$ cat src/rtl/multicycle_ctrl_pkg.sv
// Shared encodings for the multicycle datapath: controller states, opcodes, ALU/mux selects.
// Used by the control FSM, the ALU control decoder and the datapath muxes.
package multicycle_ctrl_pkg;

  localparam int OPC_W   = 6;
  localparam int STATE_W = 4;

  typedef enum logic [STATE_W-1:0] {
    S_FETCH  = 4'd0,
    S_DECODE = 4'd1,
    S_MEMADR = 4'd2,
    S_MEMRD  = 4'd3,
    S_MEMWB  = 4'd4,
    S_MEMWR  = 4'd5,
    S_EXEC   = 4'd6,
    S_ALUWB  = 4'd7,
    S_BRANCH = 4'd8,
    S_ADDIEX = 4'd9,
    S_ADDIWB = 4'd10,
    S_JUMP   = 4'd11
  } state_e;

  localparam logic [OPC_W-1:0] OP_R    = 6'b000000;
  localparam logic [OPC_W-1:0] OP_LW   = 6'b100011;
  localparam logic [OPC_W-1:0] OP_SW   = 6'b101011;
  localparam logic [OPC_W-1:0] OP_BEQ  = 6'b000100;
  localparam logic [OPC_W-1:0] OP_ADDI = 6'b001000;
  localparam logic [OPC_W-1:0] OP_J    = 6'b000010;

  typedef enum logic [1:0] {
    ALUOP_ADD   = 2'b00,
    ALUOP_SUB   = 2'b01,
    ALUOP_FUNCT = 2'b10
  } alu_op_e;

  typedef enum logic [1:0] {
    SRCB_B      = 2'b00,
    SRCB_FOUR   = 2'b01,
    SRCB_IMM    = 2'b10,
    SRCB_IMM_SH = 2'b11
  } alu_src_b_e;

  typedef enum logic [1:0] {
    PCSRC_ALU    = 2'b00,
    PCSRC_ALUOUT = 2'b01,
    PCSRC_JUMP   = 2'b10
  } pc_src_e;

  typedef struct packed {
    logic       pc_write;
    logic       i_or_d;
    logic       mem_read;
    logic       mem_write;
    logic       ir_write;
    logic       mem_to_reg;
    logic       reg_dst;
    logic       reg_write;
    logic       alu_src_a;
    alu_src_b_e alu_src_b;
    alu_op_e    alu_op;
    pc_src_e    pc_source;
    logic       illegal_op;
  } ctrl_t;

  function automatic logic is_mem_op(input logic [OPC_W-1:0] opc);
    return (opc == OP_LW) || (opc == OP_SW);
  endfunction

endpackage

$ cat src/rtl/multicycle_ctrl_if.sv
// Controller <-> datapath bundle: IR opcode, ALU flag and memory handshake in; enables and selects out.
// master = control FSM, slave = datapath.
interface multicycle_ctrl_if #(
  parameter int OP_W = 6,
  parameter int ST_W = 4
);

  logic [OP_W-1:0] opcode;
  logic            zero;
  logic            mem_ready;

  logic            PCWrite;
  logic            IorD;
  logic            MemRead;
  logic            MemWrite;
  logic            IRWrite;
  logic            MemtoReg;
  logic            RegDst;
  logic            RegWrite;
  logic            ALUSrcA;
  logic [1:0]      ALUSrcB;
  logic [1:0]      ALUOp;
  logic [1:0]      PCSource;
  logic            illegal_op;
  logic [ST_W-1:0] state;

  modport master (
    input  opcode, zero, mem_ready,
    output PCWrite, IorD, MemRead, MemWrite, IRWrite, MemtoReg, RegDst,
           RegWrite, ALUSrcA, ALUSrcB, ALUOp, PCSource, illegal_op, state
  );

  modport slave (
    output opcode, zero, mem_ready,
    input  PCWrite, IorD, MemRead, MemWrite, IRWrite, MemtoReg, RegDst,
           RegWrite, ALUSrcA, ALUSrcB, ALUOp, PCSource, illegal_op, state
  );

endinterface

$ cat src/rtl/multicycle_ctrl.sv
// Main control FSM for the multicycle datapath: 3-5 states per instruction, +1 cycle per mem_ready=0 stall.
// Outputs are Moore except the mem_ready/zero-qualified strobes; everything is held at 0 while rst is low.
module multicycle_ctrl
  import multicycle_ctrl_pkg::*;
#(
  parameter int OP_W = OPC_W,
  parameter int ST_W = STATE_W
) (
  input logic            clk,
  input logic            rst,
  multicycle_ctrl_if.master bus
);

  state_e          state_q;
  state_e          state_d;
  ctrl_t           ctrl;
  logic [OP_W-1:0] opc;

  assign opc = bus.opcode;

  always_ff @(posedge clk) begin
    if (!rst) begin
      state_q <= S_FETCH;
    end else begin
      state_q <= state_d;
    end
  end

  always_comb begin
    state_d = state_q;
    ctrl    = '0;
    case (state_q)
      S_FETCH: begin
        ctrl.mem_read  = 1'b1;
        ctrl.alu_src_b = SRCB_FOUR;
        ctrl.ir_write  = bus.mem_ready;
        ctrl.pc_write  = bus.mem_ready;
        if (bus.mem_ready) state_d = S_DECODE;
      end
      S_DECODE: begin
        // Speculative branch target lands in ALUOut for BRANCH to use.
        ctrl.alu_src_b = SRCB_IMM_SH;
        if (is_mem_op(OPC_W'(opc)))        state_d = S_MEMADR;
        else if (opc == OP_W'(OP_R))       state_d = S_EXEC;
        else if (opc == OP_W'(OP_BEQ))     state_d = S_BRANCH;
        else if (opc == OP_W'(OP_ADDI))    state_d = S_ADDIEX;
        else if (opc == OP_W'(OP_J))       state_d = S_JUMP;
        else begin
          state_d         = S_FETCH;
          ctrl.illegal_op = 1'b1;
        end
      end
      S_MEMADR: begin
        ctrl.alu_src_a = 1'b1;
        ctrl.alu_src_b = SRCB_IMM;
        if (opc == OP_W'(OP_LW))      state_d = S_MEMRD;
        else if (opc == OP_W'(OP_SW)) state_d = S_MEMWR;
        else                          state_d = S_FETCH;
      end
      S_MEMRD: begin
        ctrl.mem_read = 1'b1;
        ctrl.i_or_d   = 1'b1;
        if (bus.mem_ready) state_d = S_MEMWB;
      end
      S_MEMWB: begin
        ctrl.reg_write  = 1'b1;
        ctrl.mem_to_reg = 1'b1;
        state_d         = S_FETCH;
      end
      S_MEMWR: begin
        ctrl.mem_write = 1'b1;
        ctrl.i_or_d    = 1'b1;
        if (bus.mem_ready) state_d = S_FETCH;
      end
      S_EXEC: begin
        ctrl.alu_src_a = 1'b1;
        ctrl.alu_src_b = SRCB_B;
        ctrl.alu_op    = ALUOP_FUNCT;
        state_d        = S_ALUWB;
      end
      S_ALUWB: begin
        ctrl.reg_write = 1'b1;
        ctrl.reg_dst   = 1'b1;
        state_d        = S_FETCH;
      end
      S_BRANCH: begin
        ctrl.alu_src_a = 1'b1;
        ctrl.alu_src_b = SRCB_B;
        ctrl.alu_op    = ALUOP_SUB;
        ctrl.pc_source = PCSRC_ALUOUT;
        ctrl.pc_write  = bus.zero;
        state_d        = S_FETCH;
      end
      S_ADDIEX: begin
        ctrl.alu_src_a = 1'b1;
        ctrl.alu_src_b = SRCB_IMM;
        state_d        = S_ADDIWB;
      end
      S_ADDIWB: begin
        ctrl.reg_write = 1'b1;
        state_d        = S_FETCH;
      end
      S_JUMP: begin
        ctrl.pc_write  = 1'b1;
        ctrl.pc_source = PCSRC_JUMP;
        state_d        = S_FETCH;
      end
      default: begin
        state_d = S_FETCH;
      end
    endcase
    if (!rst) ctrl = '0;
  end

  assign bus.PCWrite    = ctrl.pc_write;
  assign bus.IorD       = ctrl.i_or_d;
  assign bus.MemRead    = ctrl.mem_read;
  assign bus.MemWrite   = ctrl.mem_write;
  assign bus.IRWrite    = ctrl.ir_write;
  assign bus.MemtoReg   = ctrl.mem_to_reg;
  assign bus.RegDst     = ctrl.reg_dst;
  assign bus.RegWrite   = ctrl.reg_write;
  assign bus.ALUSrcA    = ctrl.alu_src_a;
  assign bus.ALUSrcB    = ctrl.alu_src_b;
  assign bus.ALUOp      = ctrl.alu_op;
  assign bus.PCSource   = ctrl.pc_source;
  assign bus.illegal_op = ctrl.illegal_op;
  assign bus.state      = ST_W'(state_q);

endmodule

$ cat src/flat_wrapper.sv
// flat-port wrapper written by rule: the top's interface ports become plain ports
module multicycle_ctrl_flat import multicycle_ctrl_pkg::*;
#(
  parameter int OP_W = OPC_W,
  parameter int ST_W = STATE_W
)
  (clk, rst, bus_opcode, bus_zero, bus_mem_ready, bus_PCWrite, bus_IorD, bus_MemRead, bus_MemWrite, bus_IRWrite, bus_MemtoReg, bus_RegDst, bus_RegWrite, bus_ALUSrcA, bus_ALUSrcB, bus_ALUOp, bus_PCSource, bus_illegal_op, bus_state);
  multicycle_ctrl_if #(.OP_W(OP_W), .ST_W(ST_W)) bus_i ();
  input logic clk;
  input logic rst;
  input wire logic [$bits(bus_i.opcode)-1:0] bus_opcode;
  input wire logic [$bits(bus_i.zero)-1:0] bus_zero;
  input wire logic [$bits(bus_i.mem_ready)-1:0] bus_mem_ready;
  output wire logic [$bits(bus_i.PCWrite)-1:0] bus_PCWrite;
  output wire logic [$bits(bus_i.IorD)-1:0] bus_IorD;
  output wire logic [$bits(bus_i.MemRead)-1:0] bus_MemRead;
  output wire logic [$bits(bus_i.MemWrite)-1:0] bus_MemWrite;
  output wire logic [$bits(bus_i.IRWrite)-1:0] bus_IRWrite;
  output wire logic [$bits(bus_i.MemtoReg)-1:0] bus_MemtoReg;
  output wire logic [$bits(bus_i.RegDst)-1:0] bus_RegDst;
  output wire logic [$bits(bus_i.RegWrite)-1:0] bus_RegWrite;
  output wire logic [$bits(bus_i.ALUSrcA)-1:0] bus_ALUSrcA;
  output wire logic [$bits(bus_i.ALUSrcB)-1:0] bus_ALUSrcB;
  output wire logic [$bits(bus_i.ALUOp)-1:0] bus_ALUOp;
  output wire logic [$bits(bus_i.PCSource)-1:0] bus_PCSource;
  output wire logic [$bits(bus_i.illegal_op)-1:0] bus_illegal_op;
  output wire logic [$bits(bus_i.state)-1:0] bus_state;
  assign bus_i.opcode = bus_opcode;
  assign bus_i.zero = bus_zero;
  assign bus_i.mem_ready = bus_mem_ready;
  assign bus_PCWrite = bus_i.PCWrite;
  assign bus_IorD = bus_i.IorD;
  assign bus_MemRead = bus_i.MemRead;
  assign bus_MemWrite = bus_i.MemWrite;
  assign bus_IRWrite = bus_i.IRWrite;
  assign bus_MemtoReg = bus_i.MemtoReg;
  assign bus_RegDst = bus_i.RegDst;
  assign bus_RegWrite = bus_i.RegWrite;
  assign bus_ALUSrcA = bus_i.ALUSrcA;
  assign bus_ALUSrcB = bus_i.ALUSrcB;
  assign bus_ALUOp = bus_i.ALUOp;
  assign bus_PCSource = bus_i.PCSource;
  assign bus_illegal_op = bus_i.illegal_op;
  assign bus_state = bus_i.state;
  multicycle_ctrl #(.OP_W(OP_W), .ST_W(ST_W)) u_core (.clk(clk), .rst(rst), .bus(bus_i));
endmodule
$ cat config.mk
export PLATFORM = sky130hd
export DESIGN_NAME = multicycle_ctrl_flat
export DESIGN_NICKNAME = d
export VERILOG_FILES = /design/src/rtl/multicycle_ctrl_pkg.sv /design/src/rtl/multicycle_ctrl_if.sv /design/src/rtl/multicycle_ctrl.sv /design/src/flat_wrapper.sv
export SDC_FILE = /design/constraint.sdc
export NUM_CORES = 1
export LEC_CHECK = 0
export ABC_AREA = 1
export BUFFER_PORTS_ARGS = -buffer_cell sky130_fd_sc_hd__clkbuf_2
export CORE_ASPECT_RATIO = 1.1
export CORE_UTILIZATION = 35
export CTS_CLUSTER_SIZE = 28
export DETAILED_ROUTE_END_ITERATION = 6
export PLACE_DENSITY = 0.68
export SLEW_MARGIN = 10
export SYNTH_ARGS = -nofsm -noshare
export SYNTH_HDL_FRONTEND = slang
export SYNTH_SLANG_ARGS = --single-unit
$ cat constraint.sdc
create_clock -name clk -period 1.1 [get_ports clk]
set_input_delay 0.11 -clock clk [delete_from_list [all_inputs] [get_ports clk]]
set_output_delay 0.11 -clock clk [all_outputs]
set_load 0.005 [all_outputs]
### Word-level counts from Yosys, hierarchy flattened

Index checks and enable logic that the tools add are counted.
Widths: inputs -> output; s select.

| storage, ports and cells | value |
|---|---|
| input port bits | 10 |
| bits in latches | 0 |
| bits in writable memories | 0 |
| logic and storage cells | 59 |
| memory bits (read-only) | 0 |
| output and inout bits | 20 |
| bits in registers | 4 |
| memories kept | 0 |

| operators by class | value |
|---|---|
| add/sub/neg operators | 0 |
| magnitude comparators | 0 |
| reductions and logical operators | 9 |
| $mul | 0 |
| equality and inequality tests | 19 |
| bitwise logic cells | 0 |
| multiplexer cells | 30 |
| divide/modulo/power cells | 0 |
| shift-type cells | 0 |

Operators by type and width:

| cell | number |
|---|---|
| $mux 4 | 8 |
| $pmux 4 s7 | 1 |
| $eq 4x3->1 const B | 4 |
| $eq 4x4->1 const B | 4 |
| $mux 16 | 1 |
| $mux 1 | 14 |
| $eq 6x6->1 const B | 2 |
| $eq 4x2->1 const B | 2 |
| $pmux 2 s2 | 2 |
| $eq 6x2->1 const B | 1 |
| $eq 6x3->1 const B | 1 |
| $eq 6x4->1 const B | 1 |
| $logic_not 6->1 | 1 |
| $mux 3 | 2 |
| $ne 2x2->1 const B | 3 |
| $pmux 2 s3 | 1 |
| $reduce_or 2->1 | 3 |
| $eq 4x1->1 const B | 1 |
| $logic_not 4->1 | 1 |
| $reduce_or 4->1 | 1 |
| $pmux 1 s3 | 1 |
| $reduce_and 3->1 | 1 |
| $reduce_or 3->1 | 1 |
| $logic_or 1x1->1 | 1 |

### Logic depth before layout (Yosys ltp)

Gate-level depths: netlist of run 1.

| logic depth | value |
|---|---|
| depth in word-level cells | 8 |
| mapped depth | 9 |
| depth with buffers taken out | 9 |

### Worst setup path after synthesis of run 1

OpenSTA, ideal clock, no wires.

| path | value |
|---|---|
| path type | register -> output |
| start point | register u_core.state_q[0], in the netlist u_core.bus.state[0] |
| end point | output bus_illegal_op |
| path buffers | 0 |
| data arrival time | 1003 ps |
| data required time | 990 ps |
| setup slack | -13 ps |
| cell stages (with the launch flop) | 5 |
| path through | dfxtp_1 inv_2 nor3_2 nand4_1 nor3_1 |

| between the ends | value |
|---|---|
| longest elaborated chain between the ends | 3 |

Ends and longest elaborated chain:

| element | line | source |
|---|---|---|
| start, declared | multicycle_ctrl.sv:14 | `state_e state_q;` |
| start signal, assigned | multicycle_ctrl.sv:25 | `state_q <= state_d;` |
| $eq 4x1->1 | multicycle_ctrl.sv:32 | `case (state_q)` |
| $mux 1 | multicycle_ctrl.sv:32 |  |
| $mux 16 | multicycle_ctrl.sv:112 | `if (!rst) ctrl = '0;` |
| end, declared | flat_wrapper.sv:26 | `output wire logic [$bits(bus_i.illegal_op)-1:0] bus_illegal_op;` |

Every way passes these cells.

### Worst setup path in the final report of run 1

| path | value |
|---|---|
| start point | register u_core.state_q[2], in the netlist u_core.bus.state[2] |
| end point | output bus_PCWrite |

| between the ends | value |
|---|---|
| longest elaborated chain between the ends | 3 |

Ends and longest elaborated chain:

| element | line | source |
|---|---|---|
| $eq 4x4->1 / $logic_not 4->1 (equally long branches) | multicycle_ctrl.sv:32 |  |
| $pmux 1 s3 * | multicycle_ctrl.sv:32 |  |
| $mux 16 * | multicycle_ctrl.sv:112 |  |
| end, declared | flat_wrapper.sv:14 | `output wire logic [$bits(bus_i.PCWrite)-1:0] bus_PCWrite;` |

Every way passes the cells marked *; elsewhere a longest branch is shown, timed or not.

==> results.py, run 1 <==
metrics = {
    "finish": {
        "fin_util_pct": 89.2,
        "final_nets": 185,
        "largest_register_ffs": 4,
        "fillers": 69,
        "n_antenna_cell": 0,
        "syn2layout_area_growth_pct": 131,
        "layout-drive-gt1-share_pct": 69.4,
    },
    "sta": {
        "fmax_ghz": 0.646,
        "setup_viol": 20,
        "post-route-min-period_ns": 1.55,
        "finalMaxSlewViolations": 0,
        "max_slew_margin_pct": 83.2,
        "hold_viol_final": 0,
        "setup_ws_ns": -0.448,
        "rsz0062_at_grt": "yes",
        "fin_crit_sh_pct": 141,
        "finalClockSkew_ns": 0.00240,
        "worstMarginPinSlew_ns": 0.252,
    },
    "clock_tree": {
        "cts_tree": "built",
        "cts_made_buffers": 3,
        "cts_hold_buffers": 0,
        "ctsRootBufferMaster": "clkbuf_4",
        "clkSlewWorstSetupHoldPaths_ns": 0.04,
        "clk_latency_ns": 0.22,
        "clock_path_buffers": 2,
        "cts_num_sinks": 4,
        "cts_max_level": 1,
    },
    "synth": {
        "synth_cells": 108,
        "syn-cell-area_um2": 549,
        "synth_top_area_share_pct": 19.1,
        "synth.distinct_cells": 20,
        "synth_top_area_cell": "nand2_1",
        "synth_top_family_by_area": "simple AND/OR/NAND/NOR gates",
        "yosys-top-cells-area": "nand2_1, dfxtp_1, nor2_1",
        "synth_compound_area_share_pct": 13.4,
        "synth-simple-area-share_pct": 56.9,
        "async_flop_share_pct": 0,
        "avgSynthCellArea_um2": 5.09,
        "yosysMostFrequentCell": "nand2_1",
        "yosys_warnings": 0,
        "synth_seq_area_share_pct": 14.6,
        "synth_xor_area_share_pct": 0,
        "synth_common_cells": "nand2_1, nor2_1, inv_1",
        "synth_ff_type": "dfxtp_1",
        "ys_seq_elements": 4,
        "synthAdderAreaFrac_pct": 0,
        "muxShareOfSynthArea_pct": 0,
        "synth_edf_count": 0,
        "syn_nets": 118,
    },
    "critical_path": {
        "crit_buf_inv": 3,
        "cp_max_fo": 4,
        "cp_top_family": "buffers and inverters",
        "crit_slowest_cell": "dfxtp_4",
        "crit_chain": "buf_6, nor2_4, nand2_2, inv_2, nand2_1, a31oi_1, buf_2",
        "max_stage_delay_ns": 0.35,
        "endpoint_kind": "output port",
        "rrSetupSlack_ns": -0.27,
        "arrival_ns": 1.44,
        "regToRegStartpoint": "u_core.bus.state[3]",
        "reg2reg_depth": 10,
        "worstPathRequired_ns": 0.99,
        "reg2reg_to": "u_core.bus.state[2]",
        "critPathKind": "register to output port",
        "cp-start-kind": "register",
    },
    "routing": {
        "routed_via_density": 5.30,
        "routedWlPerCell_um": 14.1,
        "antenna_left": 0,
        "first_iter_violations": 33,
        "drt-pass1-iter-count": 4,
        "vias": 1001,
        "drc": 0,
        "wirelength_um": 2660,
    },
    "hold_path": {
        "hp-class": "input port to register",
        "min_from": "rst",
        "hold_depth": 3,
        "holdPathEnd": "u_core.bus.state[1]",
    },
    "floorplan": {
        "io_pins": 30,
        "std_cell_rows": 14,
        "die_area_mm2": 0.00173,
        "start_util_pct": 38.7,
        "die_h_um": 43.6,
        "die_x_um": 39.8,
        "core_area_mm2": 0.00142,
    },
    "global_route": {
        "grt_use_total_pct": 27.5,
        "antenna_found_initial": 0,
        "grt_max_degree": 14,
        "grt_pass1_vias": 854,
        "grt_pass1_wl_um": 3440,
        "grt_overflow_total": 0,
    },
    "job": {
        "maxCapViolations": 0,
    },
    "place": {
        "post-place-ws_ns": -0.152,
        "place_congestion": 0.799,
        "place_hpwl_um": 1350,
        "port_buffers": 29,
    },
    "pwr": {
        "vdd_drop_max_uv": 832,
        "p_leak_nw": 0.736,
        "power_density_mw_per_mm2": 537,
    },
    "run_status": {
        "status": "finished, violations left",
        "violations": "negative setup slack",
    },
}
-- routing by layer --
metal	global-route usage (%)	part of all wire [%]	vias up
li1	-	-	482
met1	31.4	38	451
met2	49.2	52	56
met3	4.62	5.9	12
met4	9.66	4.2	0
met5	0	0	-
-- through the flow --
stage / power (mW) / std cells / TNS, ns / cell area (µm²) / hold slack, ns
after global routing: 0.731 / 189 / -6.79 / 1270 / 0.233
final: 0.680 / 189 / -5.31 / 1270 / 0.238
after detailed placement: 0.358 / 168 / -1.02 / 832 / 0.398
after global placement: 0.355 / 168 / -0.843 / 832 / 0.393
after CTS: 0.588 / 178 / -4.17 / 998 / 0.180
after floorplan: 0.258 / 108 / -0.00232 / 551 / 0.208
-- tightest hold or removal path: stages --
cell      delay (ns)
clkbuf_2        0.14
nand2_1         0.12
inv_1           0.05
-- what timing repair did --
action                     CTS  global route
setup endpoints to repair   19            20
setup buffers                7            11
pin swaps                    7            23
gates resized for setup     33            64
-- area by class of cell --
class / instances / area [µm²] / area share, %
Tap cell: 16 / 20.0 / 1.58
Inverter: 21 / 93.8 / 7.41
Sequential cell: 4 / 95.1 / 7.51
Clock buffer: 3 / 22.5 / 1.78
Timing Repair Buffer: 63 / 449 / 35.5
Multi-Input combinational cell: 82 / 586 / 46.2
-- power breakdown --
group          switching [mW]  internal, mW
Sequential             0.0157         0.146
Clock                  0.0485         0.121
Combinational           0.179         0.169
-- kinds of logic after synthesis --
family | after synthesis
simple gates | 69
buf+inv | 22
compound gates | 13
flops | 4
-- how the worst max path moves through the flow --
stage,from,cells past startpoint,end
after detailed placement,u_core.bus.state[0],8,bus_ALUSrcA
after global placement,u_core.bus.state[0],8,bus_ALUSrcA
after CTS,u_core.bus.state[2],8,bus_ALUSrcA
final,u_core.bus.state[2],7,bus_PCWrite
after global routing,u_core.bus.state[2],7,bus_PCWrite
after floorplan,u_core.bus.state[2],7,u_core.bus.state[2]
-- placed cells by master, fill, tap and decap left out, drive strengths merged --
cell	netlist	layout
a31oi	2	2
nand3	10	10
nor2	21	21
clkinv	1	1
o21ai	3	3
a21oi	7	7
inv	20	20
buf	0	48
nand4	5	5
o31ai	1	1
nand2	30	30
nor3	3	3
dfxtp	4	4
clkbuf	1	18
No activity file was read; power rests on OpenSTA's default activity.
==> run 2: changes to the inputs <==
--- a/config.mk
+++ b/config.mk
@@ -5,13 +5,11 @@
 export SDC_FILE = /design/constraint.sdc
 export NUM_CORES = 1
 export LEC_CHECK = 0
-export ABC_AREA = 1
 export BUFFER_PORTS_ARGS = -buffer_cell sky130_fd_sc_hd__clkbuf_2
-export CORE_ASPECT_RATIO = 1.1
 export CORE_UTILIZATION = 35
 export CTS_CLUSTER_SIZE = 28
 export DETAILED_ROUTE_END_ITERATION = 6
-export PLACE_DENSITY = 0.68
+export PLACE_DENSITY = 0.67
 export SLEW_MARGIN = 10
 export SYNTH_ARGS = -nofsm -noshare
 export SYNTH_HDL_FRONTEND = slang
==> results.py, run 2 <==
metrics = {
    "sta": {
        "finalHoldWorstSlack_ns": 0.278,
        "finalMaxSlewViolations": 0,
        "worstMarginPinSlew_ns": 0.432,
        "fin_crit_sh_pct": 135,
        "setup_ws_ns": -0.387,
        "setup_viol": 22,
        "hold_viol_final": 0,
        "post-route-min-period_ns": 1.49,
        "max_slew_margin_pct": 71.0,
        "fmax_ghz": 0.673,
        "finalClockSkew_ns": 0.00515,
        "rsz0062_at_grt": "yes",
    },
    "clock_tree": {
        "ctsRootBufferMaster": "clkbuf_4",
        "clk_latency_ns": 0.24,
        "cts_max_level": 1,
        "clock_path_buffers": 2,
        "cts_made_buffers": 3,
        "cts_hold_buffers": 0,
        "cts_num_sinks": 4,
        "cts_tree": "built",
        "clkSlewWorstSetupHoldPaths_ns": 0.04,
    },
    "synth": {
        "async_flop_share_pct": 0,
        "synth_top_area_cell": "dfxtp_1",
        "ys_seq_elements": 4,
        "syn_nets": 96,
        "synth_edf_count": 0,
        "synth_common_cells": "nor2_1, nand2_1, nor3_1",
        "yosys-top-cells-area": "dfxtp_1, nor2_1, nand2b_1",
        "syn-cell-area_um2": 576,
        "yosysMostFrequentCell": "nor2_1",
        "synth.distinct_cells": 36,
        "synth_seq_area_share_pct": 13.9,
        "synth_top_area_share_pct": 13.9,
        "yosys_warnings": 0,
        "synth_ff_type": "dfxtp_1",
        "avgSynthCellArea_um2": 6.69,
        "synth_cells": 86,
    },
    "floorplan": {
        "die_h_um": 42.6,
        "start_util_pct": 37.8,
        "die_area_mm2": 0.00181,
        "die_x_um": 42.6,
        "io_pins": 30,
        "std_cell_rows": 14,
        "core_area_mm2": 0.00152,
    },
    "global_route": {
        "grt_pass1_vias": 793,
        "grt_pass1_wl_um": 3460,
        "grt_use_total_pct": 24.9,
        "grt_overflow_total": 0,
        "antenna_found_initial": 0,
        "grt_max_degree": 13,
    },
    "finish": {
        "layout-drive-gt1-share_pct": 74.0,
        "regArea_um2": 95.1,
        "final_cell_mix": "buf_4, clkbuf_2, buf_6, buf_2, nor2_4",
        "final_nets": 162,
        "final_area_mm2": 0.00132,
        "fillers": 71,
        "syn2layout_area_growth_pct": 129,
        "largest_register_ffs": 4,
        "layout_commonest_cell": "buf_4",
        "multi_input_area_um2": 674,
        "n_antenna_cell": 0,
    },
    "pwr": {
        "power_density_mw_per_mm2": 518,
        "vdd_drop_max_uv": 385,
        "power.total_mw": 0.681,
        "p_leak_nw": 0.598,
    },
    "routing": {
        "drt-pass1-iter-count": 4,
        "vias": 987,
        "wirelength_um": 3250,
        "first_iter_violations": 84,
        "routed_via_density": 5.95,
        "routedWlPerCell_um": 19.6,
        "antenna_left": 0,
        "drc": 0,
    },
    "critical_path": {
        "crit_chain": "nor3b_2, a21o_1, a22oi_2, nor2b_1, buf_2",
        "crit_buf_inv": 1,
        "endpoint_kind": "output port",
        "cp_max_fo": 7,
        "crit_slowest_cell": "dfxtp_4",
        "cp-start-kind": "register",
        "max_stage_delay_ns": 0.39,
        "critPathKind": "register to output port",
        "arrival_ns": 1.38,
        "cp_top_family": "flip-flops",
        "worstPathRequired_ns": 0.99,
    },
    "place": {
        "postPlaceCellArea_um2": 881,
        "place_congestion": 0.813,
        "place_hpwl_um": 1420,
        "port_buffers": 29,
    },
    "hold_path": {
        "hp-class": "input port to register",
    },
    "run_status": {
        "status": "finished, violations left",
        "violations": "negative setup slack",
    },
    "job": {
        "maxCapViolations": 0,
    },
}
## run 2: cell count changes after synthesis, sizes merged, moves of 3 or more
cell / delta
nand2: -22
inv: -20
nand3: -8
nor2: -7
nand2b: +5
nand4: -5
nor2b: +5
buf: +4
and3: +3
nor3: +3
o211ai: +3
## run 2: kinds of logic after synthesis
logic type,count (synthesis),synth area share (%)
AOI/OAI and AO/OA,22,27.4
DFF,4,13.9
buffers and inverters,5,4.35
xor gates and xnor gates,3,4.57
and+or+nand+nor,51,48.0
muxes,1,1.74
## run 2: area by class of cell
cell class / instances / share of cell area, %
multi-input cells: 77 / 51.2
repair buffers: 66 / 38.3
flip-flops and latches: 4 / 7.22
clock buffers: 3 / 1.71
well taps: 16 / 1.52
## run 2: power breakdown
group / total [mW] / internal, mW / switching (mW) / leakage [nW]
logic: 0.330 / 0.167 / 0.162 / 0.549
registers: 0.157 / 0.144 / 0.0135 / 0.0355
clock network: 0.194 / 0.123 / 0.0716 / 0.0138
total: 0.681 / 0.434 / 0.247 / 0.598
## run 2: metrics by stage
step | utilization [%] | instances | setup TNS, ns | setup slack, ns
floorplan | - | 86 | -0.0749 | -0.0244
global placement | 57.8 | 146 | -2.01 | -0.213
detailed placement | 57.8 | 146 | -2.55 | -0.272
CTS | 71.4 | 159 | -3.89 | -0.293
global route | 86.4 | 166 | -5.88 | -0.427
finish | 86.4 | 166 | -5.18 | -0.387
## run 2: path summary, 6_finish.rpt
check	from	end	slack, ns	depth (start not counted)
setup / recovery	u_core.bus.state[3]	bus_RegWrite	-0.39	5
hold / removal	bus_mem_ready	u_core.bus.state[0]	0.28	3
setup reg to reg	u_core.bus.state[2]	u_core.bus.state[2]	-0.27	6
hold reg to reg	u_core.bus.state[1]	u_core.bus.state[3]	0.74	4
## run 2: repair_timing
| action | in CTS | in global routing |
|---|---|---|
| resized for setup | 29 | 55 |
| pin swaps | 7 | 12 |
| setup endpoints to repair | 22 | 22 |
| setup buffers | 10 | 10 |
| gates cloned | 0 | 0 |
## run 2: metal layers
metal	GRT usage, %	vias to the layer above	part of all wire [%]
met5	0	-	0
met1	30.5	458	40
met2	43.4	70	48
li1	-	444	-
met4	8.75	0	3.5
met3	3.88	15	8.4
## run 2: tightest hold or removal path: cells and delay by family
| family | cells | cell delay, ns |
|---|---|---|
| buf+inv | 1 | 0.15 |
| compound gates | 1 | 0.06 |
| simple gates | 1 | 0.16 |
